<file path="src/rtl/alu_bist_ctrl_if.sv">
// Stimulus/response bus between the BIST controller (master) and the 4-bit ALU under test (slave).
interface alu_bist_ctrl_if;
  logic [3:0] alu_a;
  logic [3:0] alu_b;
  logic [2:0] alu_op;
  logic [3:0] alu_result;
  logic       alu_slt;
  logic       alu_zero;

  modport master (output alu_a, alu_b, alu_op, input alu_result, alu_slt, alu_zero);
  modport slave  (input alu_a, alu_b, alu_op, output alu_result, alu_slt, alu_zero);
endinterface

</file>
<file path="src/rtl/alu_bist_ctrl.sv">
// On-chip self-test for the 4-bit ALU: LFSR vector generation, settle wait, golden-model check,
// pass/error/coverage counters and first-failure capture.
module alu_bist_ctrl #(
  parameter int unsigned NUM_TESTS     = 30,
  parameter int unsigned SETTLE_CYCLES = 2,
  parameter logic [15:0] LFSR_SEED     = 16'hACE1
) (
  input  logic                clk,
  input  logic                rst_n,
  input  logic                start,
  output logic                busy,
  output logic                done,
  output logic                pass,
  alu_bist_ctrl_if.master     alu,
  output logic [7:0]          test_count,
  output logic [7:0]          error_count,
  output logic [47:0]         cov_op,
  output logic [7:0]          cov_slt_true,
  output logic [7:0]          cov_slt_false,
  output logic                fail_seen,
  output logic [17:0]         fail_vec
);

  // An all-zero Galois LFSR would lock up, so a zero seed is forced to 1.
  localparam logic [15:0] SEED        = (LFSR_SEED == 16'h0) ? 16'h0001 : LFSR_SEED;
  localparam logic [15:0] TAPS        = 16'hB400;
  localparam logic [7:0]  LAST_TEST   = 8'(NUM_TESTS);
  localparam logic [3:0]  SETTLE_LAST = 4'(SETTLE_CYCLES - 1);

  typedef enum logic [2:0] {S_IDLE, S_DRIVE, S_SETTLE, S_CHECK, S_DONE} state_t;

  state_t      state, state_nxt;
  logic [15:0] lfsr;
  logic [3:0]  settle_cnt;
  logic [7:0]  cov_cnt [6];

  logic signed [3:0] a_s, b_s;
  logic [3:0]        exp_result;
  logic              slt_cmp, exp_slt, exp_zero, mismatch;

  function automatic logic [7:0] sat_inc(input logic [7:0] v);
    return (v == 8'hFF) ? v : v + 8'd1;
  endfunction

  function automatic logic [15:0] lfsr_step(input logic [15:0] v);
    return (v >> 1) ^ (v[0] ? TAPS : 16'h0000);
  endfunction

  function automatic logic [2:0] fold_op(input logic [2:0] v);
    return (v >= 3'd6) ? v - 3'd6 : v;
  endfunction

  always_ff @(posedge clk or negedge rst_n) begin
    if (!rst_n) state <= S_IDLE;
    else        state <= state_nxt;
  end

  always_comb begin
    state_nxt = state;
    case (state)
      S_IDLE, S_DONE: if (start) state_nxt = S_DRIVE;
      S_DRIVE:        state_nxt = S_SETTLE;
      S_SETTLE:       if (settle_cnt == SETTLE_LAST) state_nxt = S_CHECK;
      S_CHECK:        state_nxt = (sat_inc(test_count) == LAST_TEST) ? S_DONE : S_DRIVE;
      default:        state_nxt = S_IDLE;
    endcase
    busy = (state == S_DRIVE) || (state == S_SETTLE) || (state == S_CHECK);
    done = (state == S_DONE);
  end

  assign pass = done && (error_count == 8'd0);

  // Golden model, evaluated on the held operands during CHECK
  always_comb begin
    a_s        = $signed(alu.alu_a);
    b_s        = $signed(alu.alu_b);
    slt_cmp    = (a_s < b_s);
    exp_result = 4'd0;
    case (alu.alu_op)
      3'd0:    exp_result = alu.alu_a + alu.alu_b;
      3'd1:    exp_result = alu.alu_a - alu.alu_b;
      3'd2:    exp_result = alu.alu_a & alu.alu_b;
      3'd3:    exp_result = alu.alu_a | alu.alu_b;
      3'd4:    exp_result = alu.alu_a ^ alu.alu_b;
      3'd5:    exp_result = {3'b000, slt_cmp};
      default: exp_result = 4'd0;
    endcase
    exp_slt  = (alu.alu_op == 3'd5) && slt_cmp;
    exp_zero = (exp_result == 4'd0);
    mismatch = (alu.alu_result != exp_result) || (alu.alu_slt != exp_slt) ||
               (alu.alu_zero != exp_zero);
  end

  assign cov_op = {cov_cnt[5], cov_cnt[4], cov_cnt[3], cov_cnt[2], cov_cnt[1], cov_cnt[0]};

  // Vector generation, settle counting and result bookkeeping
  always_ff @(posedge clk or negedge rst_n) begin
    if (!rst_n) begin
      lfsr          <= SEED;
      settle_cnt    <= 4'd0;
      alu.alu_a     <= 4'd0;
      alu.alu_b     <= 4'd0;
      alu.alu_op    <= 3'd0;
      test_count    <= 8'd0;
      error_count   <= 8'd0;
      cov_slt_true  <= 8'd0;
      cov_slt_false <= 8'd0;
      fail_seen     <= 1'b0;
      fail_vec      <= 18'd0;
      for (int i = 0; i < 6; i++) cov_cnt[i] <= 8'd0;
    end else begin
      case (state)
        S_IDLE, S_DONE: begin
          if (start) begin
            test_count    <= 8'd0;
            error_count   <= 8'd0;
            cov_slt_true  <= 8'd0;
            cov_slt_false <= 8'd0;
            fail_seen     <= 1'b0;
            fail_vec      <= 18'd0;
            for (int i = 0; i < 6; i++) cov_cnt[i] <= 8'd0;
          end
        end
        S_DRIVE: begin
          alu.alu_a  <= lfsr[7:4];
          alu.alu_b  <= lfsr[11:8];
          alu.alu_op <= fold_op(lfsr[2:0]);
          lfsr       <= lfsr_step(lfsr);
          settle_cnt <= 4'd0;
        end
        S_SETTLE: settle_cnt <= settle_cnt + 4'd1;
        S_CHECK: begin
          test_count <= sat_inc(test_count);
          for (int i = 0; i < 6; i++)
            if (alu.alu_op == 3'(i)) cov_cnt[i] <= sat_inc(cov_cnt[i]);
          if (alu.alu_op == 3'd5) begin
            if (exp_slt) cov_slt_true  <= sat_inc(cov_slt_true);
            else         cov_slt_false <= sat_inc(cov_slt_false);
          end
          if (mismatch) begin
            error_count <= sat_inc(error_count);
            if (!fail_seen) begin
              fail_seen <= 1'b1;
              fail_vec  <= {alu.alu_op, alu.alu_a, alu.alu_b, alu.alu_result,
                            alu.alu_slt, alu.alu_zero, 1'b0};
            end
          end
        end
        default: ;
      endcase
    end
  end

endmodule

</file>
<file path="src/flat_wrapper.sv">
// flat-port wrapper written by rule: the top's interface ports become plain ports
module alu_bist_ctrl_flat 
#(
  parameter int unsigned NUM_TESTS     = 30,
  parameter int unsigned SETTLE_CYCLES = 2,
  parameter logic [15:0] LFSR_SEED     = 16'hACE1
)
  (clk, rst_n, start, busy, done, pass, test_count, error_count, cov_op, cov_slt_true, cov_slt_false, fail_seen, fail_vec, alu_alu_a, alu_alu_b, alu_alu_op, alu_alu_result, alu_alu_slt, alu_alu_zero);
  alu_bist_ctrl_if alu_i ();
  input  logic clk;
  input  logic rst_n;
  input  logic start;
  output logic busy;
  output logic done;
  output logic pass;
  output logic [7:0] test_count;
  output logic [7:0] error_count;
  output logic [47:0] cov_op;
  output logic [7:0] cov_slt_true;
  output logic [7:0] cov_slt_false;
  output logic fail_seen;
  output logic [17:0] fail_vec;
  output wire logic [$bits(alu_i.alu_a)-1:0] alu_alu_a;
  output wire logic [$bits(alu_i.alu_b)-1:0] alu_alu_b;
  output wire logic [$bits(alu_i.alu_op)-1:0] alu_alu_op;
  input wire logic [$bits(alu_i.alu_result)-1:0] alu_alu_result;
  input wire logic [$bits(alu_i.alu_slt)-1:0] alu_alu_slt;
  input wire logic [$bits(alu_i.alu_zero)-1:0] alu_alu_zero;
  assign alu_alu_a = alu_i.alu_a;
  assign alu_alu_b = alu_i.alu_b;
  assign alu_alu_op = alu_i.alu_op;
  assign alu_i.alu_result = alu_alu_result;
  assign alu_i.alu_slt = alu_alu_slt;
  assign alu_i.alu_zero = alu_alu_zero;
  alu_bist_ctrl #(.NUM_TESTS(NUM_TESTS), .SETTLE_CYCLES(SETTLE_CYCLES), .LFSR_SEED(LFSR_SEED)) u_core (.clk(clk), .rst_n(rst_n), .start(start), .busy(busy), .done(done), .pass(pass), .alu(alu_i), .test_count(test_count), .error_count(error_count), .cov_op(cov_op), .cov_slt_true(cov_slt_true), .cov_slt_false(cov_slt_false), .fail_seen(fail_seen), .fail_vec(fail_vec));
endmodule
</file>
<file path="config.mk">
export PLATFORM = sky130hd
export DESIGN_NAME = alu_bist_ctrl_flat
export DESIGN_NICKNAME = d
export VERILOG_FILES = /design/src/rtl/alu_bist_ctrl_if.sv /design/src/rtl/alu_bist_ctrl.sv /design/src/flat_wrapper.sv
export SDC_FILE = /design/constraint.sdc
export NUM_CORES = 1
export LEC_CHECK = 0
export CAP_MARGIN = 20
export CORE_MARGIN = 4
export CORE_UTILIZATION = 35
export CTS_BUF_LIST = sky130_fd_sc_hd__clkbuf_8 sky130_fd_sc_hd__clkbuf_16
export DETAILED_ROUTE_END_ITERATION = 10
export HOLD_SLACK_MARGIN = 0.08
export SYNTH_ARGS = -nofsm -noshare
export SYNTH_HDL_FRONTEND = slang
export SYNTH_SLANG_ARGS = --single-unit
export TNS_END_PERCENT = 10
</file>
<file path="constraint.sdc">
create_clock -name clk -period 4.75 [get_ports clk]
set_clock_uncertainty 0.05 [all_clocks]
set_input_delay 0.7125 -clock clk [delete_from_list [all_inputs] [get_ports clk]]
set_output_delay 0.7125 -clock clk [all_outputs]
set_load 0.05 [all_outputs]
</file>
==> results of run 1 <==
[state kept, by name, indices dropped and copies added (netlist names)]
register	count
u_core.cov_op	48
u_core.fail_vec	17
u_core.lfsr	16
u_core.cov_slt_false	8
u_core.cov_slt_true	8
u_core.error_count	8
u_core.test_count	8
u_core.settle_cnt	4
u_core.alu.alu_op	3
u_core.state	3
u_core.alu.alu_a	2
u_core.alu.alu_b	2
u_core.fail_seen	1
[layer usage]
metal,up-vias,track usage (%),share of wire [%]
li1,2741,-,-
met1,2654,23.6,48
met2,137,25.9,45
met3,31,4.01,4.8
met4,0,6.21,2.2
met5,-,0,0
[synth_stat cells (all sizes together), types with 13 or more instances]
library cell,count,area share (%)
xnor2,14,1.8
a21oi,25,1.9
xor2,31,4.0
nand4,17,1.6
or3,14,1.3
inv,32,1.8
nor2,76,4.2
nand2,113,6.4
ha,26,4.8
nand3,39,2.9
o21ai,61,4.5
nor3,13,0.96
dfrtp,120,45
clkbuf,21,1.2
[logic make-up after synthesis]
| kind of cell | after synthesis | share of synthesized area [%] |
|---|---|---|
| buffers and inverters | 64 | 4.21 |
| flip-flops | 128 | 47.6 |
| AO/OA/AOI/OAI | 125 | 11.4 |
| other | 1 | 0.0556 |
| multiplexers | 21 | 3.47 |
| adder cells (fa/ha/maj) | 28 | 5.41 |
| AND/OR/NAND/NOR | 316 | 22.0 |
| XOR/XNOR | 45 | 5.84 |
[critical path: cells and delay by family, from the launching register on]
family	cells	cell delay, ns
AND/OR/NAND/NOR	4	0.99
adder cells (fa/ha/maj)	2	0.56
buffers and inverters	2	0.21
AO/OA/AOI/OAI	3	1.09
multiplexers	1	0.37
flip-flops	1	0.40
[worst paths after layout]
check | startpoint | end | slack, ns | depth (start not counted)
setup / recovery | u_core.lfsr[3] | u_core.fail_vec[12] | 0.94 | 12
hold / removal | rst_n | u_core.cov_op[12] | 0.40 | 1
setup reg to reg | u_core.lfsr[3] | u_core.fail_vec[12] | 0.94 | 12
hold reg to reg | u_core.lfsr[15] | u_core.lfsr[15] | 0.41 | 2
max in group asynchronous | rst_n | u_core.fail_vec[5] | 3.44 | 2
min in group clk | u_core.lfsr[15] | u_core.lfsr[15] | 0.41 | 2
[metrics by stage]
stage | hold WS, ns | worst slack (ns)
floorplan | 0.367 | 1.08
global placement | 0.396 | 1.10
detailed placement | 0.399 | 0.969
CTS | 0.410 | 0.920
global route | 0.420 | 0.716
finish | 0.395 | 0.943
[power by group]
| group | total (W) | internal (W) | switching [W] |
|---|---|---|---|
| clock | 0.00124 | 0.000767 | 0.000471 |
| sequential | 0.00129 | 0.00118 | 0.000116 |
| combinational | 0.00101 | 0.000304 | 0.000710 |
| total | 0.00355 | 0.00225 | 0.00130 |
[area by class of cell]
class | instances | area (sq um) | share of cell area [%]
Timing Repair Buffer | 126 | 1260 | 14.4
Clock inverter | 14 | 115 | 1.32
Multi-Input combinational cell | 536 | 3260 | 37.3
Sequential cell | 128 | 3210 | 36.8
Tap cell | 260 | 325 | 3.73
Inverter | 32 | 120 | 1.38
Clock buffer | 18 | 439 | 5.03
==> summary.txt, run 1 <==
critical path class - register to register
total track usage - 17.0%
leakage power - 3.80 nW
largest net degree at the start of global routing - 75
Peak supply drop - 0.299 mV
Seq/Total Area, Yosys - 47.6%
actual slew at the worst max-slew pin - 1.01 ns
Hold/Removal Path Class - input pin to async pin
initial antenna violation count - 0
ant diodes - 0
cell repeated most along the worst path - inv_1
final net count - 878
post-CTS sizing - 0
Syn Std Cell Area - 0.00675 sq mm
yosys warns - 0
Worst Path Required - 4.99 ns
post-CTS setup buffer count - 0
Slew Limit Headroom - 32.1%
placed cell areas - 0.00817 sq mm
HPWL Detailed - 12,500 microns
fin. max-slew vios - 0
Area growth, synth to finish - 29.4%
number of global-route vias before repair - 5,483
# hold bufs at CTS - 0
number of synthesized flops with an enable pin - 0
Critical Path AT - 4.05 ns
drt via density - 4.99
flops & latches, synth - 128
Finish-stage setup viols - 0
core area - 0.0188 sq mm
GR Overflow Total - 0
Routability Congestion - 0.806
Die Ht - 147 microns
Clk pin slew, worst setup/hold paths - 0.06 ns
FP Rows - 50
RSZ-0062 raised after global routing - no
via count - 5,563
critical path cell sequence - inv_1 > ha_1 > inv_1 > fa_1 > nor2b_1 > or4_1 > a21oi_1 > nor3_1 > a2111oi_4 > o211ai_2 > nand2_4 > mux2_2
non-filler cells, final - 1,114
pwr dens - 406 mW/mm^2
Post-synth ARST share - 100%
wire per inst - 15.9 microns
Mapped Avg Cell Area - 9.27 sq um
layout cells sized above 1 - 6.79%
CTS Sinks - 128
H-tree levels - 4
CP Launch Type - register
status - complete, no violations
# IOs - 122
Pre-antenna DRT Iters - 5
Initial DRC Count - 267
clock root cell - clkbuf_16
min Tclk post-route - 3.81 ns
clk_lat worst skew - 0.41 ns
Worst Setup End Kind - register
first-pass GRT wire length - 29,400 microns
fin util - 46.4%
TritonCTS clock tree - done
clock buffer count from CTS - 17
Max Cap Viol - 0
commonest non-fill, non-tap cell in the layout - dfrtp_1
largest driver fanout on the critical path - 17
Detail Route Antenna Nets - 0
syn_nets - 765
Layout fillers - 1,804
Final Cell Area - 0.00873 sq mm
PortBufs - 120
top_reg_cell synth - dfrtp_1
die area - 0.0216 sq mm
Die Span X - 147 microns
most frequent cells in the layout - dfrtp_1, clkdlybuf4s50_1, nand2_1
TNS Setup - 0 ns
CTS max path bufs - 2
Worst path max stage delay - 0.45 ns
Initial Util - 35.8%
final WL - 17,700 microns
final worst-path cycle share - 80.1%
Synth cell types - 60
Max Freq - 0.263 GHz
placed insts - 1,082
total power - 0.00355 W
Final Hold Viols - 0
DR DRC count - 0
CP max stage cell - a21oi_1
Syn Inst Count - 728
No activity file was read; power rests on OpenSTA's default activity.
==> run 2: changes to the inputs <==
clock period = 3.7 ns   (was 4.75 ns; I/O delays follow)
==> run 2 against run 1 <==
Sequential power rose by 29%. Worst setup slack worse by 0.64 ns. Fmax is 12% higher. Largest cell class unchanged. Critical path depth is the same. Cell count up 0.90%. Largest power group is now clock. Register-to-register slack worse by 0.64 ns.
==> summary.txt, run 2 (synthesis gave the netlist of run 1 again) <==
status - complete, no violations (unchanged)
CP Launch Type - register (unchanged)
number of global-route vias before repair - 5,460 (was 5,483)
Worst Setup End Kind - register (unchanged)
leakage power - 3.85 nW (was 3.80 nW)
largest driver fanout on the critical path - 7 (was 17)
Hold/Removal Path Class - input pin to async pin (unchanged)
core area - 0.0188 sq mm (unchanged)
Max Cap Viol - 0 (unchanged)
Area growth, synth to finish - 31.6% (was 29.4%)
die area - 0.0216 sq mm (unchanged)
DP Worst Slack - 0.0711 ns (was 0.969 ns)
# IOs - 122 (unchanged)
Die Span X - 147 microns (unchanged)
Critical Path AT - 3.64 ns (was 4.05 ns)
Layout fillers - 1,799 (was 1,804)
Peak supply drop - 0.308 mV (was 0.299 mV)
FP Rows - 50 (unchanged)
pwr dens - 535 mW/mm^2 (was 406 mW/mm^2)
Max Freq - 0.295 GHz (was 0.263 GHz)
RSZ-0062 raised after global routing - no (unchanged)
final worst-path cycle share - 91.7% (was 80.1%)
largest net degree at the start of global routing - 73 (was 75)
TritonCTS clock tree - done (unchanged)
PortBufs - 120 (unchanged)
CTS Sinks - 128 (unchanged)
final net count - 888 (was 878)
Detail Route Antenna Nets - 0 (unchanged)
HPWL Detailed - 12,500 microns (about the same)
CP max stage cell - o41a_1 (was a21oi_1)
clock buffer count from CTS - 17 (unchanged)
wire per inst - 16.0 microns (was 15.9 microns)
actual slew at the worst max-slew pin - 0.776 ns (was 1.01 ns)
layout cells sized above 1 - 8.68% (was 6.79%)
drt via density - 5.02 (was 4.99)
cell repeated most along the worst path - inv_1 (unchanged)
# hold bufs at CTS - 0 (unchanged)
TNS Setup - 0 ns (unchanged)
Initial DRC Count - 358 (was 267)
total track usage - 16.8% (was 17.0%)
clock root cell - clkbuf_16 (unchanged)
first-pass GRT wire length - 29,200 microns (was 29,400 microns)
R2R setup slack - 0.31 ns (was 0.94 ns)
Slew Limit Headroom - 47.7% (was 32.1%)
GR Overflow Total - 0 (unchanged)
Clk pin slew, worst setup/hold paths - 0.06 ns (about the same)
critical path class - register to register (unchanged)
clk_lat worst skew - 0.42 ns (was 0.41 ns)
Initial Util - 35.8% (unchanged)
Final Hold Viols - 0 (unchanged)
fin. max-slew vios - 0 (unchanged)
critical path cell sequence - inv_1 > ha_1 > inv_1 > fa_1 > mux2i_1 > xor2_1 > a221o_1 > o41a_1 > a2111oi_4 > o211ai_4 > nand2_4 > mux2_2 (was inv_1 > ha_1 > inv_1 > fa_1 > nor2b_1 > or4_1 > a21oi_1 > nor3_1 > a2111oi_4 > o211ai_2 > nand2_4 > mux2_2)
most frequent cells in the layout - dfrtp_1, clkdlybuf4s50_1, nand2_1 (unchanged)
Worst Path Required - 3.95 ns (was 4.99 ns)
Finish-stage setup viols - 0 (unchanged)
DR DRC count - 0 (unchanged)
Worst path max stage delay - 0.46 ns (was 0.45 ns)
final setup margin - 0.306 ns (was 0.943 ns)
min Tclk post-route - 3.39 ns (was 3.81 ns)
final WL - 18,000 microns (was 17,700 microns)
via count - 5,645 (was 5,563)
commonest non-fill, non-tap cell in the layout - dfrtp_1 (unchanged)
Pre-antenna DRT Iters - 5 (unchanged)
ant diodes - 0 (unchanged)
H-tree levels - 4 (unchanged)
initial antenna violation count - 0 (unchanged)
Die Ht - 147 microns (unchanged)
CTS max path bufs - 2 (unchanged)
Routability Congestion - 0.802 (was 0.806)
number of flip-flops under the largest register name - 48 (unchanged)
==> run 2: cell type report <==
| type | instances | area [sq um] | area share [%] |
|---|---|---|---|
| timing repair buffer | 135 | 1340 | 15.0 |
| tap | 260 | 325 | 3.66 |
| clock buffer | 18 | 439 | 4.95 |
| inverter | 32 | 120 | 1.35 |
| clock inverter | 14 | 166 | 1.87 |
| multi-input combinational | 537 | 3280 | 36.9 |
| sequential | 128 | 3210 | 36.2 |
==> run 2: path summary, 6_finish.rpt <==
kind / from / end / depth (start not counted)
worst max-delay path: u_core.lfsr[3] / u_core.fail_vec[13] / 12
worst min-delay path: rst_n / u_core.test_count[2] / 1
worst max register to register: u_core.lfsr[3] / u_core.fail_vec[13] / 12
worst min register to register: u_core.lfsr[15] / u_core.lfsr[15] / 2
max in group asynchronous: rst_n / u_core.fail_vec[10] / 2
min in group clk: u_core.lfsr[15] / u_core.lfsr[15] / 2
==> run 2: worst max-delay path: cells and delay by family, from the launching register on <==
kind | cells | cell delay [ns]
flops | 1 | 0.39
mux | 2 | 0.53
buf+inv | 2 | 0.14
fa+ha+maj | 2 | 0.55
compound gates | 4 | 1.35
xor+xnor | 1 | 0.09
simple gates | 1 | 0.18
==> run 2: per-layer routing <==
| layer | vias up | global-route usage, % | routed length, microns |
|---|---|---|---|
| met1 | 2728 | 23.0 | 8440 |
| met2 | 140 | 26.0 | 8290 |
| li1 | 2758 | - | - |
| met5 | - | 0 | 0 |
| met3 | 19 | 4.81 | 947 |
| met4 | 0 | 4.80 | 265 |
==> run 2: report_power, final <==
| part | leakage [nW] | internal [W] | switching [W] | total, W |
|---|---|---|---|---|
| sequential | 1.74 | 0.00151 | 0.000151 | 0.00166 |
| combinational | 1.81 | 0.000430 | 0.000932 | 0.00136 |
| clock | 0.293 | 0.00107 | 0.000649 | 0.00172 |
| total | 3.85 | 0.00302 | 0.00173 | 0.00475 |
==> run 2: repair_timing <==
| action | 4_1_cts | 5_1_grt |
|---|---|---|
| resized for setup | 0 | 2 |
| buffers inserted | 0 | 2 |
| endpoints found under the hold margin | 0 | 0 |
| setup endpoints to repair | 0 | 13 |
==> run 2: per-stage QoR <==
stage | instances | util, % | hold slack (ns) | power (W) | instance area, sq um
after floorplan | 728 | - | 0.209 | 0.00256 | 6750
after global placement | 1089 | 43.7 | 0.399 | 0.00300 | 8230
after detailed placement | 1089 | 43.7 | 0.400 | 0.00301 | 8230
after CTS | 1121 | 46.9 | 0.163 | 0.00475 | 8830
after global routing | 1124 | 47.2 | 0.201 | 0.00499 | 8880
final | 1124 | 47.2 | 0.137 | 0.00475 | 8880
==> run 3: changes to the inputs <==
CORE_UTILIZATION = 50   (was 35)
PLACE_DENSITY = 0.77   (was unset)
==> run 3 against run 2 <==
Total power down 3.3%. Non-clock buffer count down 2. Cell area down 2.1%. Fmax down 2.3%. First-iteration DRC count up 21%. Critical path depth unchanged. Utilization up 18 points. Register-to-register slack worse by 0.08 ns. Cell count down 7.7%. Worst hold slack better by 0.033 ns. Routed wire length down 3.8%. Critical path type unchanged. Critical endpoint is now u_core.fail_vec[9]. Largest cell class unchanged.
==> summary.txt, run 3 (synthesis gave the netlist of run 1 again) <==
clock buffer count from CTS - 17 (unchanged)
Area growth, synth to finish - 28.9% (was 31.6%)
largest net degree at the start of global routing - 62 (was 73)
total track usage - 23.5% (was 16.8%)
register area - 0.00321 sq mm (unchanged)
most frequent cells in the layout - dfrtp_1, clkdlybuf4s50_1, nand2_1 (unchanged)
clock root cell - clkbuf_16 (unchanged)
TNS Setup - 0 ns (unchanged)
min Tclk post-route - 3.47 ns (was 3.39 ns)
sw power - 0.00165 W (was 0.00173 W)
actual slew at the worst max-slew pin - 0.806 ns (was 0.776 ns)
placed cell areas - 0.00811 sq mm (was 0.00823 sq mm)
worst path bufs/invs - 2 (unchanged)
CP max stage cell - o41a_1 (unchanged)
die area - 0.0154 sq mm (was 0.0216 sq mm)
H-tree levels - 4 (unchanged)
Pint - 0.00295 W (was 0.00302 W)
Die Span X - 124 microns (was 147 microns)
Clk pin slew, worst setup/hold paths - 0.06 ns (about the same)
number of flip-flops under the largest register name - 48 (unchanged)
via count - 5,902 (was 5,645)
CP Launch Point - u_core.lfsr[3] (unchanged)
initial antenna violation count - 0 (unchanged)
Max Used Layer - met4 (unchanged)
GR Overflow Total - 0 (unchanged)
Initial DRC Count - 432 (was 358)
Die Ht - 124 microns (was 147 microns)
Worst Setup End Kind - register (unchanged)
Switching Share - 35.9% (was 36.5%)
number of global-route vias before repair - 5,705 (was 5,460)
Finish-stage setup viols - 0 (unchanged)
DRT met1 WL - 7480 microns (was 8440 microns)
final setup margin - 0.227 ns (was 0.306 ns)
Worst path max stage delay - 0.47 ns (was 0.46 ns)
Max Freq - 0.288 GHz (was 0.295 GHz)
Hold/Removal Path Class - input pin to async pin (unchanged)
core area - 0.0132 sq mm (was 0.0188 sq mm)
final hold slack - 0.170 ns (was 0.137 ns)
final worst-path cycle share - 93.9% (was 91.7%)
instance count on the critical path - 12 (unchanged)
commonest non-fill, non-tap cell in the layout - dfrtp_1 (unchanged)
Initial Util - 51.0% (was 35.8%)
# IOs - 122 (unchanged)
# hold bufs at CTS - 0 (unchanged)
Reg-to-Reg End - u_core.fail_vec[9] (was u_core.fail_vec[13])
TritonCTS clock tree - done (unchanged)
critical path cell sequence - inv_2 > ha_1 > inv_1 > fa_1 > mux2i_1 > xor2_1 > a221o_1 > o41a_1 > a2111oi_4 > o211ai_4 > nand2_2 > mux2_2 (was inv_1 > ha_1 > inv_1 > fa_1 > mux2i_1 > xor2_1 > a221o_1 > o41a_1 > a2111oi_4 > o211ai_4 > nand2_4 > mux2_2)
CTS Sinks - 128 (unchanged)
crit path capture - u_core.fail_vec[9] (was u_core.fail_vec[13])
R2R setup slack - 0.23 ns (was 0.31 ns)
multi-input logic area - 0.00327 sq mm (was 0.00328 sq mm)
DR DRC count - 0 (unchanged)
critical path class - register to register (unchanged)
pwr dens - 528 mW/mm^2 (was 535 mW/mm^2)
Max Cap Viol - 0 (unchanged)
wire per inst - 16.6 microns (was 16.0 microns)
met2 routed WL - 8420 microns (was 8290 microns)
part of the power in registers - 36.2% (was 35.0%)
Slew Limit Headroom - 45.9% (was 47.7%)
PortBufs - 120 (unchanged)
largest driver fanout on the critical path - 5 (was 7)
final net count - 886 (was 888)
ant diodes - 0 (unchanged)
RR Startpoint - u_core.lfsr[3] (unchanged)
Detail Route Antenna Nets - 0 (unchanged)
status - complete, no violations (unchanged)
drt via density - 5.69 (was 5.02)
HPWL Detailed - 12,400 microns (was 12,500 microns)
fin. max-slew vios - 0 (unchanged)
Routability Congestion - 0.881 (was 0.802)
Worst Path Required - 3.95 ns (about the same)
RSZ-0062 raised after global routing - no (unchanged)
Critical Path AT - 3.73 ns (was 3.64 ns)
Pre-antenna DRT Iters - 7 (was 5)
first-pass GRT wire length - 28,200 microns (was 29,200 microns)
Register-to-Register Path Depth - 12 (unchanged)
CTS max path bufs - 2 (unchanged)
layout cells sized above 1 - 8.12% (was 8.68%)
Comb pwr share - 29.0% (was 28.7%)
leakage power - 3.84 nW (was 3.85 nW)
clk_lat worst skew - 0.43 ns (was 0.42 ns)
Final Cell Area - 0.00869 sq mm (was 0.00888 sq mm)
DP Worst Slack - 0.00783 ns (was 0.0711 ns)
fin util - 65.7% (was 47.2%)
critical path's top delay family - compound AO/OA/AOI/OAI gates (unchanged)
final WL - 17,300 microns (was 18,000 microns)
FP Rows - 42 (was 50)
Layout fillers - 1,074 (was 1,799)
Peak supply drop - 0.433 mV (was 0.308 mV)
CP Launch Type - register (unchanged)
met3 wire len - 1070 microns (was 947 microns)
Final Hold Viols - 0 (unchanged)
Clock Power Share - 34.9% (was 36.3%)
run 3: power groups by stage:
| stage | Combinational (W) | Sequential, W | Clock, W |
|---|---|---|---|
| 6_report | 0.00133 | 0.00166 | 0.00160 |
| 5_1_grt | 0.00143 | 0.00168 | 0.00170 |
| 4_1_cts | 0.00133 | 0.00166 | 0.00163 |
| 3_5_place_dp | 0.00132 | 0.00168 | 0 |
| 3_3_place_gp | 0.00128 | 0.00167 | 0 |
| 2_1_floorplan | 0.000622 | 0.00194 | 0 |
run 3: through the flow:
step | power (W) | std cells
2_1_floorplan | 0.00256 | 728
3_3_place_gp | 0.00295 | 1005
3_5_place_dp | 0.00300 | 1005
4_1_cts | 0.00462 | 1038
5_1_grt | 0.00481 | 1038
6_report | 0.00459 | 1038
run 3: worst min-delay path by stage:
stage                        start                   to  slack, ns  cells after the start
floorplan                    rst_n  u_core.alu.alu_a[2]       0.21                      0
global placement    u_core.lfsr[6]       u_core.lfsr[6]       0.40                      2
detailed placement  u_core.lfsr[5]       u_core.lfsr[5]       0.40                      2
CTS                          rst_n    u_core.cov_op[13]       0.19                      1
global route                 rst_n    u_core.cov_op[13]       0.22                      1
finish                       rst_n      u_core.state[2]       0.17                      1
run 3: timing repair:
action                                  in CTS  in global routing
endpoints found under the setup margin       1                 24
setup buffers                                0                  0
gates resized for setup                      0                  2
pin swaps                                    1                  1
gates cloned                                 1                  0
run 3: area by class of cell:
class	count	area share (%)
multi-input combinational	537	37.7
clock inverter	12	1.19
timing repair buffer	133	14.9
inverter	32	1.38
sequential	128	37.0
tap	176	2.53
clock buffer	20	5.37
run 3: layer usage:
metal  vias up  global-route usage (%)
met5         -                       0
met4         0                    9.38
met3        33                    6.40
met2       194                    38.1
met1      2918                    30.1
li1       2757                       -
